<file path="config.mk">
export PLATFORM = sky130hd
export DESIGN_NAME = dispatch_stage
export DESIGN_NICKNAME = d
export VERILOG_FILES = /design/src/rtl/issue_queue_pkg.sv /design/src/rtl/dispatch_stage.sv
export SDC_FILE = /design/constraint.sdc
export NUM_CORES = 1
export LEC_CHECK = 0
export CORE_MARGIN = 5
export CORE_UTILIZATION = 52
export CTS_BUF_LIST = sky130_fd_sc_hd__clkbuf_16
export DETAILED_ROUTE_END_ITERATION = 10
export PLACE_DENSITY = 0.9
export SETUP_SLACK_MARGIN = 0.3
export SKIP_CTS_REPAIR_TIMING = 1
export SYNTH_ARGS = -nofsm -noshare
export SYNTH_HDL_FRONTEND = slang
export SYNTH_SLANG_ARGS = --single-unit
</file>
<file path="constraint.sdc">
create_clock -name clk -period 7.2 [get_ports clk]
set_input_delay 1.08 -clock clk [delete_from_list [all_inputs] [get_ports clk]]
set_output_delay 1.08 -clock clk [all_outputs]
set_load 0.01 [all_outputs]
</file>
<file path="src/rtl/issue_queue_pkg.sv">
// Shared types for the rename -> dispatch -> issue-queue path.
// write_req_t is one instruction write into an issue queue; entry_type
// selects which of the four queues receives it.
package issue_queue_pkg;

  localparam int unsigned MACHINE_WIDTH = 2;
  localparam int unsigned WRITE_NUM     = MACHINE_WIDTH;

  localparam int unsigned ROB_W  = 6;
  localparam int unsigned PREG_W = 7;
  localparam int unsigned OP_W   = 8;

  typedef enum logic [1:0] {
    ET_ALU    = 2'd0,
    ET_MEM    = 2'd1,
    ET_BRANCH = 2'd2,
    ET_MULT   = 2'd3
  } entry_type_e;

  typedef struct packed {
    logic              valid;
    entry_type_e       entry_type;
    logic [ROB_W-1:0]  rob_idx;
    logic [PREG_W-1:0] pdst;
    logic [PREG_W-1:0] psrc1;
    logic [PREG_W-1:0] psrc2;
    logic [OP_W-1:0]   opcode;
  } write_req_t;

endpackage

</file>
<file path="src/rtl/dispatch_stage.sv">
// Dispatch stage between rename and the ALU/MEM/BRANCH/MULT issue queues.
// Holds one renamed bundle and releases it, all-or-nothing, only when every
// queue targeted by the bundle has enough credits.
//
// Ports:
//   clk, resetn     clock, asynchronous active-low reset
//   flush           synchronous pipeline flush; empties the stage, refills credits
//   in_req          renamed bundle (per-slot valid, entry_type picks the queue)
//   in_ready        stage can take in_req this cycle (combinational from state)
//   out_req         writes to the issue queues (combinational from state + flush)
//   rel_alu/rel_mem entries leaving ALU/MEM queue this cycle (0..2)
//   rel_br/rel_mult entries leaving BRANCH/MULT queue this cycle (0..1)
//   credit_err      sticky credit counter over/underflow flag
module dispatch_stage
  import issue_queue_pkg::*;
#(
  parameter int unsigned ALU_LEN  = 8,
  parameter int unsigned MEM_LEN  = 8,
  parameter int unsigned BR_LEN   = 2,
  parameter int unsigned MULT_LEN = 2
) (
  input  logic                         clk,
  input  logic                         resetn,
  input  logic                         flush,
  input  write_req_t [WRITE_NUM-1:0]   in_req,
  output logic                         in_ready,
  output write_req_t [WRITE_NUM-1:0]   out_req,
  input  logic [1:0]                   rel_alu,
  input  logic [1:0]                   rel_mem,
  input  logic                         rel_br,
  input  logic                         rel_mult,
  output logic                         credit_err
);

  localparam int unsigned ALU_CW  = $clog2(ALU_LEN) + 1;
  localparam int unsigned MEM_CW  = $clog2(MEM_LEN) + 1;
  localparam int unsigned BR_CW   = $clog2(BR_LEN) + 1;
  localparam int unsigned MULT_CW = $clog2(MULT_LEN) + 1;
  // Common arithmetic width for credit math; wide enough for any LEN + release.
  localparam int unsigned AW      = 8;
  localparam int unsigned NW      = $clog2(WRITE_NUM + 1);

  logic                       buf_valid;
  write_req_t [WRITE_NUM-1:0] buf_req;

  logic [ALU_CW-1:0]  cnt_alu,  cnt_alu_d;
  logic [MEM_CW-1:0]  cnt_mem,  cnt_mem_d;
  logic [BR_CW-1:0]   cnt_br,   cnt_br_d;
  logic [MULT_CW-1:0] cnt_mult, cnt_mult_d;

  logic [NW-1:0] need_alu, need_mem, need_br, need_mult;
  logic          any_in;
  logic          fire;
  logic          accept;
  logic          err_any;

  logic [AW:0] res_alu, res_mem, res_br, res_mult;

  // Returns {err, next}; on over/underflow next holds the current count.
  function automatic logic [AW:0] credit_next(input logic [AW-1:0] cnt,
                                               input logic [AW-1:0] rel,
                                               input logic [AW-1:0] used,
                                               input logic [AW-1:0] len);
    logic [AW-1:0] sum;
    sum = cnt + rel;
    if ((sum < used) || ((sum - used) > len)) begin
      credit_next = {1'b1, cnt};
    end else begin
      credit_next = {1'b0, sum - used};
    end
  endfunction

  // Per-queue demand of the buffered bundle.
  always_comb begin
    need_alu  = '0;
    need_mem  = '0;
    need_br   = '0;
    need_mult = '0;
    for (int i = 0; i < int'(WRITE_NUM); i++) begin
      if (buf_req[i].valid) begin
        case (buf_req[i].entry_type)
          ET_ALU:    need_alu  = need_alu  + NW'(1);
          ET_MEM:    need_mem  = need_mem  + NW'(1);
          ET_BRANCH: need_br   = need_br   + NW'(1);
          ET_MULT:   need_mult = need_mult + NW'(1);
        endcase
      end
    end
  end

  // Fire only on registered credits; same-cycle releases count next cycle.
  always_comb begin
    fire = buf_valid
        && (AW'(need_alu)  <= AW'(cnt_alu))
        && (AW'(need_mem)  <= AW'(cnt_mem))
        && (AW'(need_br)   <= AW'(cnt_br))
        && (AW'(need_mult) <= AW'(cnt_mult));
    in_ready = !buf_valid || fire;
    any_in   = 1'b0;
    for (int i = 0; i < int'(WRITE_NUM); i++) begin
      any_in = any_in | in_req[i].valid;
    end
    accept = any_in && in_ready;
  end

  // Payload passes through; valid is gated by fire and suppressed on flush.
  always_comb begin
    out_req = buf_req;
    for (int i = 0; i < int'(WRITE_NUM); i++) begin
      out_req[i].valid = buf_req[i].valid && fire && !flush;
    end
  end

  // Credit update: release and dispatch land in the same cycle.
  always_comb begin
    res_alu  = credit_next(AW'(cnt_alu),  AW'(rel_alu),
                           fire ? AW'(need_alu)  : AW'(0), AW'(ALU_LEN));
    res_mem  = credit_next(AW'(cnt_mem),  AW'(rel_mem),
                           fire ? AW'(need_mem)  : AW'(0), AW'(MEM_LEN));
    res_br   = credit_next(AW'(cnt_br),   AW'(rel_br),
                           fire ? AW'(need_br)   : AW'(0), AW'(BR_LEN));
    res_mult = credit_next(AW'(cnt_mult), AW'(rel_mult),
                           fire ? AW'(need_mult) : AW'(0), AW'(MULT_LEN));
    cnt_alu_d  = ALU_CW'(res_alu[AW-1:0]);
    cnt_mem_d  = MEM_CW'(res_mem[AW-1:0]);
    cnt_br_d   = BR_CW'(res_br[AW-1:0]);
    cnt_mult_d = MULT_CW'(res_mult[AW-1:0]);
    err_any    = res_alu[AW] | res_mem[AW] | res_br[AW] | res_mult[AW];
  end

  // Holding register, credit counters and sticky error; flush wins over all.
  always_ff @(posedge clk or negedge resetn) begin
    if (!resetn) begin
      buf_valid  <= 1'b0;
      buf_req    <= '0;
      cnt_alu    <= ALU_CW'(ALU_LEN);
      cnt_mem    <= MEM_CW'(MEM_LEN);
      cnt_br     <= BR_CW'(BR_LEN);
      cnt_mult   <= MULT_CW'(MULT_LEN);
      credit_err <= 1'b0;
    end else if (flush) begin
      buf_valid  <= 1'b0;
      cnt_alu    <= ALU_CW'(ALU_LEN);
      cnt_mem    <= MEM_CW'(MEM_LEN);
      cnt_br     <= BR_CW'(BR_LEN);
      cnt_mult   <= MULT_CW'(MULT_LEN);
    end else begin
      if (accept) begin
        buf_req   <= in_req;
        buf_valid <= 1'b1;
      end else if (fire) begin
        buf_valid <= 1'b0;
      end
      cnt_alu    <= cnt_alu_d;
      cnt_mem    <= cnt_mem_d;
      cnt_br     <= cnt_br_d;
      cnt_mult   <= cnt_mult_d;
      credit_err <= credit_err | err_any;
    end
  end

endmodule

</file>
Word level (Yosys, flattened, before mapping)

Index checks and enable logic that the tools add are counted.

Register bits after elaboration: 90
Input port bits: 85
Output and inout bits: 78
Word-level logic and storage cells: 111

$add $sub $neg: 12
$lt $le $gt $ge: 12
Equality and inequality tests: 10
Multiplexer cells: 31
Bitwise gates (word level): 6
Reduce and logical (&&, ||, !) cells: 20

Operators with widths:

| cell                                                                            | count |
|---|---|
| 9-bit two-way mux                                                               | 4 |
| 2-bit two-way mux                                                               | 16 |
| 8-bit by 2-bit greater-than comparator with 1-bit output, second input constant | 2 |
| 8-bit by 4-bit greater-than comparator with 1-bit output, second input constant | 2 |
| 5-bit by 2-bit subtractor with 6-bit output                                     | 2 |
| 4-bit by 2-bit adder with 5-bit output                                          | 2 |
| 5-bit by 2-bit less-than comparator with 1-bit output                           | 2 |
| 1-bit logical AND                                                               | 9 |
| 1-bit two-way mux                                                               | 9 |
| 2-bit by 1-bit adder with 2-bit output, second input constant                   | 4 |
| 2-bit equality test, second input constant                                      | 4 |
| 2-bit by 4-bit <= comparator with 1-bit output                                  | 2 |
| 4-bit two-way mux                                                               | 2 |
| 2-bit != test, second input constant                                            | 4 |
| 3-bit by 2-bit subtractor with 4-bit output                                     | 2 |
| 2-bit by 1-bit adder with 3-bit output                                          | 2 |
| 3-bit by 2-bit less-than comparator with 1-bit output                           | 2 |
| 1-bit logical OR                                                                | 5 |
| 1-bit bitwise OR                                                                | 5 |
| 2-bit by 1-bit equality test with 1-bit output, second input constant           | 2 |
| 2-bit <= comparator                                                             | 2 |
| 2-bit zero test                                                                 | 2 |
| 3-bit nonzero test                                                              | 1 |
| 1-bit zero test                                                                 | 2 |
| other kinds (2)                                                                 | 2 |

Logic depth before layout (Yosys ltp)

Depth in word-level cells: 20
Mapped depth: 20
Mapped depth without buffers: 19

Least setup slack after synthesis

OpenSTA, ideal clock, no wires.

Path type: register to register
Start: register buf_req (netlist bit out_req[36])
End: register cnt_alu[2]
Library setup time: 125 ps
Data arrival time: 3896 ps
Slack: 3180 ps
Cell stages (with the launch flop): 18
Period minus slack after synthesis: 4020 ps
Cells stage by stage: dfrtp_1 -> nor3_1 -> ha_1 -> mux2i_1 -> ha_1 -> a211oi_1 -> o21ai_1 -> nand4_1 -> or2_2 -> clkbuf_1 -> nor2_1 -> ha_1 -> fa_1 -> xor3_1 -> o32ai_1 -> o211ai_1 -> a21oi_1 -> mux2_2

Word-level cells in the longest chain between the ends: 16

Ends and longest elaborated chain:

| element                                                  | line                                       | RTL |
|---|---|---|
| start, declared                                          | dispatch_stage.sv:44                       | `write_req_t [WRITE_NUM-1:0] buf_req;` |
| start signal, assigned                                   | dispatch_stage.sv:149                      | `buf_req <= in_req;` |
| 2-bit zero test                                          | dispatch_stage.sv:81                       | `case (buf_req[i].entry_type)` |
| 1-bit two-way mux                                        | dispatch_stage.sv:81                       |  |
| 2-bit two-way mux                                        | dispatch_stage.sv:80                       | `if (buf_req[i].valid) begin` |
| 2-bit by 1-bit adder with 2-bit output                   | dispatch_stage.sv:82                       | `ET_ALU: need_alu = need_alu + NW'(1);` |
| 2-bit two-way mux                                        | dispatch_stage.sv:81                       |  |
| 2-bit two-way mux                                        | dispatch_stage.sv:80                       |  |
| 2-bit by 4-bit <= comparator with 1-bit output           | dispatch_stage.sv:94                       | `&& (AW'(need_alu) <= AW'(cnt_alu))` |
| 1-bit logical AND                                        | dispatch_stage.sv:94                       |  |
| 1-bit logical AND                                        | dispatch_stage.sv:95                       | `&& (AW'(need_mem) <= AW'(cnt_mem))` |
| 1-bit logical AND                                        | dispatch_stage.sv:96                       | `&& (AW'(need_br) <= AW'(cnt_br))` |
| 1-bit logical AND                                        | dispatch_stage.sv:97                       | `&& (AW'(need_mult) <= AW'(cnt_mult));` |
| 2-bit two-way mux *                                      | dispatch_stage.sv:117                      | `fire ? AW'(need_alu) : AW'(0), AW'(ALU_LEN));` |
| 5-bit by 2-bit subtractor with 6-bit output              | dispatch_stage.sv:66, dispatch_stage.sv:69 |  |
| 8-bit by 4-bit greater-than comparator with 1-bit output | dispatch_stage.sv:66                       | `if ((sum < used) \|\| ((sum - used) > len)) begin` |
| 1-bit logical OR                                         | dispatch_stage.sv:66                       |  |
| 2-bit != test (no source line)                           | --                                         |  |
| end signal, assigned                                     | dispatch_stage.sv:136                      | `cnt_alu <= ALU_CW'(ALU_LEN);` |
| end signal, assigned                                     | dispatch_stage.sv:143                      | `cnt_alu <= ALU_CW'(ALU_LEN);` |
| end signal, assigned                                     | dispatch_stage.sv:154                      | `cnt_alu <= cnt_alu_d;` |
| end, declared                                            | dispatch_stage.sv:46                       | `logic [ALU_CW-1:0] cnt_alu, cnt_alu_d;` |

Mark *: on every way between the ends. The rest lies on a longest branch, timed or not. The select of a mux whose other input is x is not followed.
A chain may end at the register's enable or synchronous reset.

==> out/qor.yml <==
run_status:
  status: "finished, final reports clean"
clock_tree:
  clkSlewWorstSetupHoldPaths_ns: 0.07
  cts_buffer_depth: 2
  cts-root-buf: "clkbuf_16"
  numClockSinks: 90
  htreeDepth: 3
  insertion_delay_ns: 0.33
  cts_inserted_buffers: 9
  tritoncts: "done"
sta:
  finalCritPeriodShare: 0.642
  finalCriticalPeriod_ns: 4.62
  skew_ns: 0.00416
  finalHoldViolCount: 0
  setup_tns_ns: 0
  fmax_mhz: 216
  relSlewSlack: 0.245
  finalSetupViolCount: 0
  finalMaxSlewViolations: 0
  worstMarginPinSlew_ns: 1.13
  rsz0062_at_grt: "false"
floorplan:
  io_pins: 163
  die-area_um2: 12900
  rows: 37
  die_h_um: 114
  dieWidth_um: 114
  core_um2: 10400
  initial_core_util: 0.538
setup_path:
  r2r_cells: 17
  rrSetupSlack_ns: 2.83
  crit_path_start_kind: "flop"
  reg2reg_from: "buf_req[37]$_DFFE_PN0P_"
  required_ns: 6.12
  cp_max_fo: 6
  crit_arrival_ns: 3.54
  end_kind: "output pin"
  path_class: "flop to output pin"
  r2r_end: "cnt_alu[2]$_DFFE_PN0P_"
synthesis:
  synth-async-reset-ratio: 1.00
  ys_ff_latch: 90
  synth_area_leaders: "dfrtp_1 39%, mux2_4 16%, buf_4 10%"
  avgSynthCellArea_um2: 12.3
  yosys_warnings: 0
  netlist_instances: 453
  synth_cell_types: 58
  synth_area_leader_cell: "dfrtp_1"
  synth_nets: 574
  netlist_area_um2: 5580
  synth_edf_count: 0
  synth_ff_type: "dfrtp_1"
  yosysSeqAreaShare: 0.405
  synth.top_cell.area_share: 0.386
route:
  first_pass_iters: 4
  drt-vias-per-instance: 5.19
  antenna_left: 0
  drc: 0
  wl_um: 12700
  drtIter0Drc: 153
  vias: 3537
  routedWlPerCell_um: 18.6
global_routing:
  overflow: 0
  grt_pass1_vias: 3887
  grt_antenna_before_repair: 0
  grt_util_all_layers: 0.199
  grt_pass1_wl_um: 20100
  grt_max_degree: 90
cells_and_area:
  insertedDiodeCount: 0
  finalNetCount: 662
  area_delta_synth_final_pct: 25.9
  fin_area_um2: 7020
  drive_above_1_share: 0.200
  nFillCells: 755
place:
  gp_congestion: 0.816
  post-dp-hpwl_um: 9740
  io_buffer_count: 162
  placed_area_um2: 6730
power_and_ir_drop:
  p_leak_nw: 3.16
  peakVddDrop_mv: 0.220
  pwr_density_cell_nw_per_um2: 383
run:
  maxCapViolations: 0
hold_path:
  hold_path.class: "input pin to async pin"
## worst max-delay path by stage
stage	cells past startpoint	end	start	slack, ns
after floorplan	17	cnt_alu[2]$_DFFE_PN0P_	out_req[36]$_DFFE_PN0P_	3.18
after detailed placement	17	cnt_alu[2]$_DFFE_PN0P_	buf_req[37]$_DFFE_PN0P_	2.88
after CTS	10	out_req[75]	out_req[35]$_DFFE_PN0P_	2.60
after global placement	11	out_req[75]	buf_req[37]$_DFFE_PN0P_	3.08
after global routing	11	out_req[75]	buf_req[37]$_DFFE_PN0P_	2.37
final	10	out_req[75]	out_req[35]$_DFFE_PN0P_	2.58
## state kept, by name, summed over array words and instances (netlist names)
| signal | flops |
|---|---|
| out_req | 74 |
| cnt_alu | 4 |
| cnt_mem | 4 |
| buf_req | 2 |
| cnt_br | 2 |
| cnt_mult | 2 |
| buf_valid | 1 |
| credit_err | 1 |
## report_power, final
group	switching, mW	leakage (nW)	internal [mW]
registers	0.158	1.06	0.705
logic	0.571	1.96	0.786
clock network	0.200	0.147	0.269
total	0.929	3.16	1.76
## synthesized netlist by cell type (6+ instances only)
cell / number
mux2i_1: 6
nor2b_1: 14
nand2_1: 12
buf_6: 8
buf_4: 74
and2_1: 7
mux2_2: 15
dfrtp_1: 86
fa_1: 8
nor2_1: 18
mux2_4: 60
ha_1: 28
inv_1: 28
## layer usage
layer / vias up / wire length (um) / track usage
li1: 1645 / - / -
met1: 1736 / 4760 / 0.222
met2: 131 / 6400 / 0.337
met3: 25 / 1220 / 0.0870
met4: 0 / 313 / 0.0721
met5: - / 0 / 0
## critical path, stage by stage, from the launching register on
cell and delay [ns]:
dfrtp_1 0.44, and3_1 0.24, ha_1 0.20, and2_1 0.17, ha_1 0.28, nor2b_1 0.13, o21ai_1 0.30, nand4_1 0.17
or2_2 0.37, nor3b_1 0.32, clkdlybuf4s50_1 0.60
## logic make-up after synthesis
logic type | synth area share
compound gates | 0.0615
simple gates | 0.0745
flops | 0.405
buf+inv | 0.140
xor+xnor | 0.0191
fa+ha+maj | 0.0915
mux | 0.209
## stage by stage
step	power, mW	setup WS [ns]	instances	hold WS, ns	utilization
2_1_floorplan	1.88	3.18	453	0.482	-
5_1_grt	2.86	2.37	682	0.503	0.677
4_1_cts	2.71	2.60	682	0.497	0.677
3_5_place_dp	2.23	2.88	666	0.493	0.649
6_report	2.69	2.58	682	0.510	0.677
3_3_place_gp	2.16	3.08	666	0.488	0.649
## layout by cell type, fill, tap and decap left out, types with 2 or more instances in the layout
master,count
a2111o_1,2
a211o_1,3
a211oi_1,3
a211oi_2,2
a21o_1,2
a21oi_1,4
a31oi_1,4
and2_1,7
and3_1,3
buf_4,5
clkbuf_16,9
clkdlybuf4s50_1,161
clkinv_2,2
dfrtp_1,86
dfstp_2,4
fa_1,8
ha_1,28
inv_1,29
inv_6,2
mux2_1,3
mux2_2,15
mux2_4,60
mux2i_1,6
nand2_1,12
nand2b_1,3
nand3_1,2
nor2_1,18
nor2b_1,14
nor3_1,4
nor3b_1,4
o211ai_1,4
o21ai_1,3
o31ai_1,2
o32ai_1,2
xnor2_1,4
## layout make-up
type / count / area, um^2 / area share
multi-input combinational: 246 / 2540 / 0.363
clock inverter: 7 / 68.8 / 0.00980
sequential: 90 / 2260 / 0.322
tap: 136 / 170 / 0.0242
inverter: 28 / 105 / 0.0150
clock buffer: 9 / 225 / 0.0321
timing repair buffer: 166 / 1650 / 0.235
Power figures use the tool's default switching activity.
==> RTL edit: new RTL, same settings <==
The parameter `ALU_LEN` goes from 8 to 16.
--- a/src/rtl/dispatch_stage.sv
+++ b/src/rtl/dispatch_stage.sv
@@ -15,5 +15,5 @@
   import issue_queue_pkg::*;
 #(
-  parameter int unsigned ALU_LEN  = 8,
+  parameter int unsigned ALU_LEN  = 16,
   parameter int unsigned MEM_LEN  = 8,
   parameter int unsigned BR_LEN   = 2,
Behaviour: not the same (Yosys sat finds a counterexample within 10 cycles, from zero or initial values and one cycle with resetn low).
==> RTL edit against the unedited design <==
Synthesized area down 3.5%; critical path type is now reg2reg; power down 7.2%; die area down 3.2%; synthesized cell count up 6.8%; setup slack worse by 0.26 ns; clock skew up 0.0077 ns; first-iteration DRC count up 7.2%; sequential cell count up 1; utilization down 0.95 points; cell area down 2.7%; wire length down 4.1%.
==> RTL edit: results (changes against the unedited design) <==
[route]
drtIter0Drc = 164  ; +7.2%
viasPerCell = 5.33  ; +2.7%

[finish]
seq_area_sq_um = 2280  ; +1.1%

[synthesis]
ys_seq_area_share_pct = 42.4  ; +1.9 points
postSynthCellCount = 484  ; +6.8%
synthDistinctLibCells = 55  ; -5.2%
synthTopCellsByCount = dfrtp_1, buf_4, mux2_1
synth_nets = 605  ; +5.4%

[placed_design]
place.detailed.hpwl_mm = 9.47  ; -2.8%
dp_cells = 693  ; +4.1%

[sta]
timing.hold.ws_ns = 0.485  ; -0.0242 ns
max_slew.worst_pin.slew_ns = 0.909  ; -0.223 ns
clock_skew_ns = 0.0119  ; +0.00772 ns

[setup_path]
path_max_fanout = 8  ; +2
endpoint = credit_err
worst-r2r-setup-slack_ns = 2.32  ; -0.51 ns
setup.worst_path.start = out_req[36]

[global_route]
grt_usage_pct = 19.9  ; about the same
grt_pass1_vias = 4132  ; +6.3%
grt_max_degree = 73  ; -19%
use_met1_pct = 22.2  ; about the same
grt_pass1_wl_mm = 20.2  ; +0.20%

[power]
power_switching_mw = 0.908  ; -2.2%
peakVddDrop_mv = 0.247  ; +12%

[run_status]
status = completed

[RTL edit: cell count changes after synthesis, sizes merged, moves of 4 or more]
cell    delta
a211oi     -4
a21oi      +9
and2       +5
inv        -5
mux2       -4
nand2     +11
o21ai      +4
or4        +4
[RTL edit: layout make-up]
type	count	area share, %
flip-flops and latches	91	33.4
repair buffers	164	23.9
clock inverters	7	0.660
inverters	23	1.26
well taps	136	2.49
clock buffers	9	3.30
multi-input cells	279	34.9
[RTL edit: metal layers]
layer / wire length, um / part of all wire (%)
met1: 4680 / 38
met2: 6240 / 51
met3: 925 / 7.6
met4: 321 / 2.6
met5: 0 / 0
[RTL edit: power by group through the flow]
stage / clock network [mW] / logic (mW) / registers (mW)
floorplan: 0 / 0.927 / 0.794
global placement: 0 / 1.17 / 0.838
detailed placement: 0 / 1.22 / 0.854
CTS: 0.443 / 1.23 / 0.848
global route: 0.465 / 1.34 / 0.878
finish: 0.433 / 1.22 / 0.846
[RTL edit: logic make-up (layout without fill, tap and decap cells)]
kind of cell             Yosys count  after routing  synth area share [%]
AND/OR/NAND/NOR                  101            101                  10.0
AO/OA/AOI/OAI                     56             56                  7.00
flip-flops                        91             91                  42.4
adder cells (fa/ha/maj)           36             36                  9.49
XOR/XNOR                           7              7                  1.28
buffers and inverters            114            203                  13.4
multiplexers                      79             79                  16.4
[RTL edit: critical path, stage by stage, from the launching register on]
cell and delay (ns):
dfrtp_1 0.44, nor3b_1 0.31, ha_1 0.29, mux2i_1 0.20, ha_1 0.27, a2111oi_0 0.39
o21ai_1 0.13, nand4_1 0.17, or2_1 0.19, nor2_1 0.06, ha_1 0.21, fa_1 0.45
xnor2_1 0.30, xnor2_1 0.11, o221ai_1 0.22, o22ai_1 0.26, or4_1 0.59, o22a_1 0.17
